$ cat config.mk
export PLATFORM = sky130hd
export DESIGN_NAME = muldiv_hilo
export DESIGN_NICKNAME = d
export VERILOG_FILES = /design/src/rtl/muldiv_hilo_pkg.sv /design/src/rtl/muldiv_hilo.sv
export SDC_FILE = /design/constraint.sdc
export NUM_CORES = 1
export LEC_CHECK = 0
export ABC_AREA = 1
export ABC_CLOCK_PERIOD_IN_PS = 2290
export BUFFER_PORTS_ARGS = -buffer_cell sky130_fd_sc_hd__buf_2
export CORE_MARGIN = 3
export CORE_UTILIZATION = 27
export CTS_BUF_LIST = sky130_fd_sc_hd__clkbuf_2
export CTS_CLUSTER_SIZE = 16
export DETAILED_ROUTE_END_ITERATION = 10
export PLACE_DENSITY = 0.47
export SETUP_SLACK_MARGIN = 0.4
export SLEW_MARGIN = 20
export SYNTH_ARGS = -nofsm -noshare
export SYNTH_HDL_FRONTEND = slang
export SYNTH_SLANG_ARGS = --single-unit
$ cat constraint.sdc
create_clock -name clk -period 2.29 [get_ports clk]
set_input_delay 0.1145 -clock clk [delete_from_list [all_inputs] [get_ports clk]]
set_output_delay 0.1145 -clock clk [all_outputs]
set_load 0.005 [all_outputs]
$ cat src/rtl/muldiv_hilo_pkg.sv
// Shared definitions for the multiply/divide unit: op codes, FSM states
// and the iteration count.
package muldiv_hilo_pkg;

    typedef enum logic [1:0] {
        MDU_MULT  = 2'b00,
        MDU_MULTU = 2'b01,
        MDU_DIV   = 2'b10,
        MDU_DIVU  = 2'b11
    } mdu_op_e;

    typedef enum logic [1:0] {
        IDLE = 2'b00,
        CALC = 2'b01,
        FIX  = 2'b10
    } mdu_state_e;

    localparam int ITER_COUNT = 32;

endpackage

$ cat src/rtl/muldiv_hilo.sv
// Iterative MULT/MULTU/DIV/DIVU unit owning the architectural HI/LO registers.
// One bit per cycle over 32 CALC cycles, then a FIX cycle applies signs.
module muldiv_hilo
    import muldiv_hilo_pkg::*;
#(
    parameter int DATA_WIDTH = 32
) (
    input  logic                  clk,
    input  logic                  rst,
    input  logic                  start,
    input  logic [1:0]            op,
    input  logic [DATA_WIDTH-1:0] a,
    input  logic [DATA_WIDTH-1:0] b,
    input  logic                  wr_hi,
    input  logic                  wr_lo,
    input  logic [DATA_WIDTH-1:0] wr_data,
    output logic                  busy,
    output logic                  done,
    output logic [DATA_WIDTH-1:0] hi,
    output logic [DATA_WIDTH-1:0] lo
);

    localparam int W = DATA_WIDTH;

    mdu_state_e state, state_next;
    mdu_op_e    op_q;
    mdu_op_e    op_in;

    logic [4:0]   count;
    logic [W-1:0] mag_a, mag_b;
    logic         neg_res, neg_rem, div_zero;
    logic [W-1:0] work_hi, work_lo;
    logic [W-1:0] hi_q, lo_q;
    logic         done_q;

    logic         signed_in, a_neg, b_neg, div_in;
    logic [W-1:0] mag_a_in, mag_b_in;
    logic         op_is_div;
    logic [W:0]   mul_sum, div_shift, div_diff;
    logic [2*W-1:0] prod, prod_fix;
    logic [W-1:0] quot_fix, rem_fix, div0_hi;

    always_ff @(posedge clk) begin
        if (rst) begin
            state <= IDLE;
        end else begin
            state <= state_next;
        end
    end

    always_comb begin
        state_next = state;
        case (state)
            IDLE:    if (start) state_next = CALC;
            CALC:    if (count == 5'(ITER_COUNT - 1)) state_next = FIX;
            FIX:     state_next = IDLE;
            default: state_next = IDLE;
        endcase
    end

    // Operand conditioning at launch: magnitudes for signed ops, raw otherwise.
    always_comb begin
        op_in     = mdu_op_e'(op);
        signed_in = (op_in == MDU_MULT) || (op_in == MDU_DIV);
        div_in    = (op_in == MDU_DIV) || (op_in == MDU_DIVU);
        a_neg     = signed_in & a[W-1];
        b_neg     = signed_in & b[W-1];
        mag_a_in  = a_neg ? (~a + 1'b1) : a;
        mag_b_in  = b_neg ? (~b + 1'b1) : b;
    end

    // Per-iteration arithmetic and the sign fix-up applied in FIX.
    always_comb begin
        op_is_div = (op_q == MDU_DIV) || (op_q == MDU_DIVU);
        mul_sum   = {1'b0, work_hi} + (work_lo[0] ? {1'b0, mag_a} : {(W+1){1'b0}});
        div_shift = {work_hi, work_lo[W-1]};
        div_diff  = div_shift - {1'b0, mag_b};
        prod      = {work_hi, work_lo};
        prod_fix  = neg_res ? (~prod + 1'b1) : prod;
        quot_fix  = neg_res ? (~work_lo + 1'b1) : work_lo;
        rem_fix   = neg_rem ? (~work_hi + 1'b1) : work_hi;
        div0_hi   = neg_rem ? (~mag_a + 1'b1) : mag_a;
    end

    always_ff @(posedge clk) begin
        if (rst) begin
            op_q     <= MDU_MULT;
            count    <= '0;
            mag_a    <= '0;
            mag_b    <= '0;
            neg_res  <= 1'b0;
            neg_rem  <= 1'b0;
            div_zero <= 1'b0;
            work_hi  <= '0;
            work_lo  <= '0;
            hi_q     <= '0;
            lo_q     <= '0;
            done_q   <= 1'b0;
        end else begin
            done_q <= (state == FIX);
            case (state)
                IDLE: begin
                    count <= '0;
                    if (wr_hi) hi_q <= wr_data;
                    if (wr_lo) lo_q <= wr_data;
                    if (start) begin
                        op_q     <= op_in;
                        mag_a    <= mag_a_in;
                        mag_b    <= mag_b_in;
                        neg_res  <= a_neg ^ b_neg;
                        neg_rem  <= a_neg;
                        div_zero <= div_in && (b == '0);
                        work_hi  <= '0;
                        work_lo  <= div_in ? mag_a_in : mag_b_in;
                    end
                end
                CALC: begin
                    count <= count + 5'd1;
                    // Restoring divide keeps the difference only when non-negative.
                    if (op_is_div) begin
                        work_hi <= div_diff[W] ? div_shift[W-1:0] : div_diff[W-1:0];
                        work_lo <= {work_lo[W-2:0], ~div_diff[W]};
                    end else begin
                        work_hi <= mul_sum[W:1];
                        work_lo <= {mul_sum[0], work_lo[W-1:1]};
                    end
                end
                FIX: begin
                    if (div_zero) begin
                        hi_q <= div0_hi;
                        lo_q <= '1;
                    end else if (op_is_div) begin
                        hi_q <= rem_fix;
                        lo_q <= quot_fix;
                    end else begin
                        hi_q <= prod_fix[2*W-1:W];
                        lo_q <= prod_fix[W-1:0];
                    end
                end
                default: ;
            endcase
        end
    end

    assign busy = (state != IDLE);
    assign done = done_q;
    assign hi   = hi_q;
    assign lo   = lo_q;

endmodule
**Word level (Yosys, flattened, before mapping)**

Index checks and enable logic that the tools add are counted.
Widths: inputs -> output; s select.

- Shifts and indexed selects: 0
- Multiply operators: 0
- Equality and inequality tests: 11
- Multiplexer cells: 27
- Reduce and logical (&&, ||, !) cells: 15
- Divide/modulo/power cells: 0
- Magnitude comparators: 0
- Add/sub/neg operators: 9
- Bitwise operators: 10

Operator list:

| operator | number |
|---|---|
| $mux 32 | 18 |
| $pmux 32 s2 | 4 |
| $add 32x1->32 const B | 5 |
| $not 32->32 | 5 |
| $add 64x1->64 const B | 1 |
| $mux 64 | 1 |
| $not 64->64 | 1 |
| $add 32x32->33 | 1 |
| $sub 33x32->33 | 1 |
| $logic_not 32->1 | 1 |
| $eq 2x2->1 const B | 5 |
| $pmux 5 s2 | 1 |
| $reduce_and 2->1 | 5 |
| $ne 2x2->1 const B | 4 |
| $reduce_bool 2->1 | 3 |
| $add 5x1->5 const B | 1 |
| $eq 5x5->1 const B | 1 |
| $logic_not 2->1 | 2 |
| $mux 2 | 2 |
| $pmux 2 s2 | 1 |
| $logic_or 1x1->1 | 3 |
| $and 1x1->1 | 2 |
| $eq 2x1->1 const B | 1 |
| $logic_and 1x1->1 | 1 |
| 2 further kinds | 2 |

- Latch bits: 0
- Bits in writable memories: 0
- Memory bits (read-only): 0
- Memories kept: 0
- Input port bits: 103
- Register bits: 205

**Logic depth before layout (Yosys ltp)**

Gate-level depths: netlist (run 1).

- Depth in word-level cells: 7
- Gate-level depth with buffers: 20
- Mapped depth without buffers: 19

**Least setup slack after synthesis (run 1)**

Ideal clock, no wire load.

- Kind: reg2reg
- Start: reg work_lo[31]
- End: reg work_hi[0]
- Setup slack: -21 ps
- Clock period less this slack: 2311 ps
- Setup time: 132 ps
- Path buffers: 1
- Cell stages (with the launch flop): 19
- Data arrival time: 2179 ps
- Path through: dfxtp_1 > inv_1 > ha_1 > fa_1 > inv_1 > nand2_1 > nand2_1 > nand3_1 > nand2_2 > nand2_2 > nand2_4 > nand2_4 > nand3_1 > nand2_4 > buf_6 > o21ai_1 > nand2_1 > nand2_1 > a21oi_1

- Longest elaborated chain between the ends: 4

RTL lines:

| what | RTL line | text |
|---|---|---|
| from (decl) | muldiv_hilo.sv:32 | `logic [W-1:0] work_hi, work_lo;` |
| from (signal assigned) | muldiv_hilo.sv:114 | `work_lo <= div_in ? mag_a_in : mag_b_in;` |
| from (signal assigned) | muldiv_hilo.sv:122 | `work_lo <= {work_lo[W-2:0], ~div_diff[W]};` |
| from (signal assigned) | muldiv_hilo.sv:125 | `work_lo <= {mul_sum[0], work_lo[W-1:1]};` |
| $sub 33x32->33 | muldiv_hilo.sv:77 | `div_diff = div_shift - {1'b0, mag_b};` |
| $mux 32 (*) | muldiv_hilo.sv:121 | `work_hi <= div_diff[W] ? div_shift[W-1:0] : div_diff[W-1:0];` |
| $mux 32 (*) | muldiv_hilo.sv:120 | `if (op_is_div) begin` |
| $pmux 32 s2 (*) | muldiv_hilo.sv:101 | `case (state)` |
| to (signal assigned) | muldiv_hilo.sv:121 |  |
| to (signal assigned) | muldiv_hilo.sv:124 | `work_hi <= mul_sum[W:1];` |
| to (decl) | muldiv_hilo.sv:32 |  |

Mark *: on every way between the ends. The rest lies on a longest branch, timed or not.
A chain may end at the register's enable or synchronous reset.

**Worst setup path in the final report (run 1)**

- Start: reg work_lo[0]
- End: reg work_hi[20]

- Longest elaborated chain between the ends: 4

RTL lines:

| what | RTL line | text |
|---|---|---|
| $mux 32 | muldiv_hilo.sv:75 | `mul_sum = {1'b0, work_hi} + (work_lo[0] ? {1'b0, mag_a} : {(W+1){1'b0}});` |
| $add 32x32->33 | muldiv_hilo.sv:75 |  |
| $mux 32 | muldiv_hilo.sv:120 |  |
| $pmux 32 s2 | muldiv_hilo.sv:101 |  |

No other way between the ends.

==> results_dict.tcl, run 1 <==
set metrics [dict create \
    arrival_ns 3.43 \
    firstDrtPassIters 7 \
    worstSetupEndpoint "work_hi[20]$_SDFFE_PP0P_" \
    finalNetCount 4380 \
    reg2reg_depth 18 \
    maxSlewHeadroom 0.408 \
    grt_util_all_layers 0.259 \
    num-fill-cells 7710 \
    dieHeight_um 273 \
    startpoint_type "flop" \
    min_from "a[14]" \
    synthToLayoutAreaGrowth_pct 52.4 \
    finalCriticalPeriod_ns 2.47 \
    post_drt_wl_per_cell_um 19.4 \
    violations "hold timing, setup timing" \
    cp-end-kind "flop" \
    synthCells 3406 \
    power_density_nw_per_um2 490 \
    postLayoutCoreUtil 0.418 \
    post-route-period-util 1.08 \
    io_buffers 168 \
    cts_buffers 61 \
    synthTopCellsByArea "dfxtp_1, nand2_1, inv_1" \
    syn_area_um2 19300 \
    setup_violations 33 \
    synth_ff_type "dfxtp_1" \
    drc_errors 0 \
    worstReg2RegStart "work_lo[0]$_SDFFE_PP0P_" \
    async_reset_ff_frac 0 \
    clockBufferDepth 3 \
    vias 25700 \
    slew_viol_final 0 \
    die_area_um2 74700 \
    synthDistinctLibCells 49 \
    status "complete, but fails checks" \
    max_freq_mhz 405 \
    rrSetupSlack_ns -0.18 \
    clock_skew_ns 0.122 \
    path_max_fanout 12 \
    holdWs_ns -0.0428 \
    ant_nets 0 \
    ys_seq_area_frac 0.212 \
    synth_compound_area_frac 0.216 \
    synth_adder_area_share 0.0481 \
    synth-seq-cells 204 \
    path_class "reg2reg" \
    yosysTopAreaCell "dfxtp_1" \
    cp_data_required_time_ns 3.25 \
    via_per_inst 4.96 \
    fin_ws_ns -0.181 \
    hold_viol 1 \
    hp-class "in2reg" \
    path_clk_slew_ns 0.11 \
    tightest_slew_ns 0.882 \
    grt_pass1_vias 24200 \
    cap_violations 0 \
    setup_tns_ns -4.10 \
    die_w_um 273 \
    gp_congestion 0.961 \
    hpwl_mm 78.9 \
    r2r-end "work_hi[20]$_SDFFE_PP0P_" \
    critical_path.startpoint "work_lo[0]$_SDFFE_PP0P_" \
    rows 97 \
    antenna_found_initial 7 \
    vdd_drop_max_mv 0.254 \
    p_leak_uw 0.0144 \
    synth-simple-area-share 0.369 \
    synth_xor_area_frac 0.0286 \
    grt_max_degree 81 \
    start_util 0.274 \
    synthTopCellsByCount "nand2_1, inv_1, a21oi_1, nand3_1, nor2_1" \
    drive_gt1_frac 0.298 \
    clkLatencyLatePin_ns 1.13 \
    overflow 0 \
    syn_area_per_cell_um2 5.67 \
    clock-sinks 204 \
    first_iter_violations 2065 \
    htreeDepth 2 \
    core_um2 70400 \
    synth_edf_count 0 \
    cts_root_buffer "clkbuf_2" \
    io_pins 169 \
    synthMuxAreaShare 0 \
    synth_top_area_frac 0.212 \
    cts_tree "yes" \
    yosysWarnings 0 \
    yosysMostFrequentCell "nand2_1" \
    synth_top_family_by_area "simple AND/OR/NAND/NOR gates" \
    drt_wl_total_mm 100 \
    grt_first_pass_wirelength_mm 148 \
    syn-num-nets 3582 \
    grt_setup_unrepaired "true" \
]
repair_timing:
item                                    4_1_cts  5_1_grt
pin swaps                                    82       92
setup buffers                                28       26
hold buffers                                204        3
hold endpoints to repair                    204        5
endpoints found under the setup margin      147      129
gates resized for setup                     345      215
gates cloned                                  3        2
cell usage in the layout, fill, tap and decap left out, types with 11 or more instances in the layout:
cell,instances
nor2_4,41
buf_12,17
dfxtp_2,31
o31ai_1,15
nand3_4,11
nor2_2,50
nand2_4,17
ha_1,32
dfxtp_1,164
nand3_2,49
nand3_1,262
o21ai_2,23
o21ai_0,247
o21bai_1,14
or2_2,20
buf_6,29
ha_4,33
nor2_1,241
a21oi_2,47
nand3b_1,14
xor2_1,44
nor3_1,39
inv_2,41
xnor2_1,19
nand2_1,765
nand4_1,44
buf_4,448
clkinv_1,18
nand2_2,83
dlygate4sd3_1,197
a31oi_1,25
o211ai_1,36
a21oi_1,290
clkbuf_2,86
o21ai_1,33
inv_1,439
buf_2,168
layout make-up:
cell class	count	area, µm²	share of cell area
Clock inverter	17	78.8	0.00268
Timing Repair Buffer	869	7000	0.238
Tap cell	940	1180	0.0400
Sequential cell	204	4160	0.141
Antenna cell	2	5.00	0.000170
Multi-Input combinational cell	2573	14700	0.500
Clock buffer	86	430	0.0146
Inverter	495	1870	0.0637
per-layer routing:
layer	share of wire	global-route usage	wire length, µm
met5	0.00032	0	32
met4	0.053	0.125	5280
met3	0.072	0.0510	7210
met2	0.43	0.398	43600
met1	0.44	0.345	44300
registers in the layout, indices dropped and copies added, names as in the netlist:
register	count
div_zero	1
hi	32
lo	32
neg_res	1
work_lo	32
neg_rem	1
mag_a	32
op_q	1
mag_b	32
work_hi	32
state	2
done	1
count	5
worst min-delay path by stage:
stage          depth (start not counted)  slack [ns]                       end
4_1_cts                                4      0.0002           done$_SDFF_PP0_
2_1_floorplan                          2        0.28    mag_a[31]$_SDFFE_PP0P_
3_3_place_gp                           3        0.42       hi[17]$_SDFFE_PP0P_
6_report                              11       -0.04  work_lo[24]$_SDFFE_PP0P_
3_5_place_dp                           3        0.42        lo[3]$_SDFFE_PP0P_
5_1_grt                               10        0.02    mag_a[26]$_SDFFE_PP0P_
stage by stage:
step,cell area (µm²),setup WS [ns],total power (µW),instances
after floorplan,19400,0.140,7540,3406
after global placement,24300,-0.340,10400,4817
after detailed placement,24300,-0.319,10300,4817
after CTS,28400,-0.126,14100,5155
after global routing,29400,-0.351,15400,5185
final,29400,-0.181,14400,5186
logic make-up after synthesis:
kind of cell / after synthesis
compound gates: 770
xor+xnor: 63
flops: 204
simple gates: 1663
fa+ha+maj: 73
buf+inv: 633
power breakdown:
group          switching, µW  internal [µW]  total (µW)
Combinational           4350           3000        7360
Clock                   1860           1020        2880
Sequential               298           3890        4180
Total                   6520           7910       14400
worst max-delay path, cell delays in order, from the launching register on:
cell and delay, ns:
dfxtp_4 0.40, buf_12 0.15, nand2_1 0.06, inv_1 0.05, ha_1 0.30, buf_4 0.14, nand2_1 0.08, buf_4 0.15
nor2_4 0.14, nand2_2 0.12, nor2_1 0.10, nand2_1 0.12, nand3_1 0.11, nand2_1 0.07, nand3_2 0.08, nand2_1 0.06
inv_1 0.07, nand2_1 0.05, a21oi_1 0.11
No activity file was read; power rests on OpenSTA's default activity.
==> run 2: changes to the inputs <==
Settings changed: HOLD_SLACK_MARGIN set to 0.03.
==> run 2 against run 1 <==
The flow finishes with violations (setup timing). Worst setup slack lost 0.0082 ns. Power grew 0.76%. Sequential share of layout area shrank 0.11 points. Clock power is essentially flat. Hold slack gained 0.16 ns. Final area grew 0.83%. Clock skew shrank 0.0034 ns. First-iteration DRC count grew 5.8%. Critical path depth shrank 3. Wire length grew 0.69%. Largest power group unchanged.
==> results_dict.tcl, run 2 (same netlist as run 1, synthesis figures left out) <==
set metrics [dict create \
    grt_pass1_vias 24200 \
    path_clk_slew_ns 0.10 \
    drt_wl_total_mm 101 \
    cap_violations 0 \
    grt_first_pass_wirelength_mm 148 \
    clock_skew_ns 0.119 \
    p_total_uw 14500 \
    placed_area_um2 24300 \
    io_pins 169 \
    arrival_ns 3.41 \
    status "complete, but fails checks" \
    slew_viol_final 0 \
    design_area_um2 29700 \
    first_iter_violations 2184 \
    holdWs_ns 0.122 \
    post-place-cells 4817 \
    cp_common_cell "nand2_1" \
    power_density_nw_per_um2 490 \
    die_area_um2 74700 \
    hold_viol 0 \
    hp-class "in2reg" \
    cp-end-kind "flop" \
    finalCriticalPeriod_ns 2.48 \
    post_drt_wl_per_cell_um 19.5 \
    cp_data_required_time_ns 3.23 \
    num-fill-cells 7684 \
    io_buffers 168 \
    firstDrtPassIters 6 \
    antenna_found_initial 7 \
    reg2reg_depth 15 \
    start_util 0.274 \
    clkLatencyLatePin_ns 1.13 \
    clock-sinks 204 \
    grt_util_all_layers 0.259 \
    fin_ws_ns -0.189 \
    synthToLayoutAreaGrowth_pct 53.7 \
    mostFrequentLayoutCell "nand2_1" \
    grt_max_degree 81 \
    cp_slowest_cell "dfxtp_1" \
    die_w_um 273 \
    post-route-period-util 1.08 \
    max_freq_mhz 403 \
    core_um2 70400 \
    min_delay_path_depth 5 \
    cts_buffers 61 \
    cts_tree "yes" \
    final_cell_mix "nand2_1, buf_4, inv_1, a21oi_1, nand3_1" \
    path_max_fanout 8 \
    cp_num_cells 15 \
    tightest_slew_ns 0.897 \
    clockBufferDepth 3 \
    finalNetCount 4393 \
    violations "setup timing" \
    rrSetupSlack_ns -0.19 \
    hpwl_mm 78.9 \
    drive_gt1_frac 0.306 \
    drc_errors 0 \
    via_per_inst 4.98 \
    dieHeight_um 273 \
    p_leak_uw 0.0145 \
    setup_violations 33 \
    vdd_drop_max_mv 0.249 \
    htreeDepth 2 \
    gp_congestion 0.961 \
    grt_setup_unrepaired "true" \
    vias 25900 \
    ant_nets 0 \
    startpoint_type "flop" \
    stdcell_count 5198 \
    critPathMaxStageDelay_ns 0.55 \
    path_cells "ha_4, nand2_2, inv_1, nand2_1, nand2_1, inv_1, nand2_1, a21oi_4, buf_4, nand3_4, nand2_4, nand2_1, nand3_1, nand2_1, a21oi_1" \
    cts_root_buffer "clkbuf_2" \
    worstPathBufferInverterCount 3 \
    cp_top_family "simple AND/OR/NAND/NOR gates" \
    maxSlewHeadroom 0.397 \
    rows 97 \
    path_class "reg2reg" \
    overflow 0 \
]
-- run 2: stage by stage --
stage / TNS (ns) / setup WS [ns] / utilization
after floorplan: 0 / 0.140 / -
after global placement: -5.35 / -0.340 / 0.346
after detailed placement: -4.91 / -0.319 / 0.346
after CTS: -2.72 / -0.126 / 0.403
after global routing: -9.64 / -0.362 / 0.421
final: -4.65 / -0.189 / 0.421
-- run 2: area by class of cell --
type	instances	area, µm²	share of cell area
multi-input cells	2573	14800	0.500
repair buffers	882	7110	0.240
flip-flops and latches	204	4160	0.140
well taps	940	1180	0.0396
clock inverters	17	78.8	0.00266
clock buffers	86	430	0.0145
diodes	1	2.50	0.0000844
inverters	495	1880	0.0634
-- run 2: what timing repair did --
action,in CTS,in global routing
gates resized for setup,345,249
hold buffers,209,5
buffers inserted,28,37
pin swaps,82,91
hold endpoints to repair,204,11
setup endpoints to repair,147,128
gates cloned,3,3
-- run 2: layer usage --
| metal | part of all wire | wire, µm | GRT usage | vias to the layer above |
|---|---|---|---|---|
| met5 | 0.00032 | 32 | 0 | - |
| met4 | 0.051 | 5160 | 0.125 | 6 |
| met3 | 0.065 | 6610 | 0.0509 | 188 |
| met2 | 0.44 | 44100 | 0.398 | 809 |
| met1 | 0.45 | 45300 | 0.346 | 12000 |
| li1 | - | - | - | 12800 |
-- run 2: path summary, 6_finish.rpt --
kind,to,from
hold / removal,mag_a[0]$_SDFFE_PP0P_,a[0]
setup reg to reg,work_hi[24]$_SDFFE_PP0P_,work_hi[21]$_SDFFE_PP0P_
hold reg to reg,count[3]$_SDFFE_PP0P_,count[3]$_SDFFE_PP0P_
setup / recovery,work_hi[24]$_SDFFE_PP0P_,work_hi[21]$_SDFFE_PP0P_
-- run 2: report_power, final --
| part | switching (µW) | leakage (µW) | internal (µW) |
|---|---|---|---|
| Sequential | 299 | 0.00170 | 3890 |
| Clock | 1870 | 0.000397 | 1020 |
| Combinational | 4410 | 0.0124 | 3060 |
-- run 2: tightest hold or removal path, delay by kind of cell --
| kind | cells | cell delay [ns] |
|---|---|---|
| buf+inv | 3 | 0.81 |
| compound gates | 2 | 0.22 |
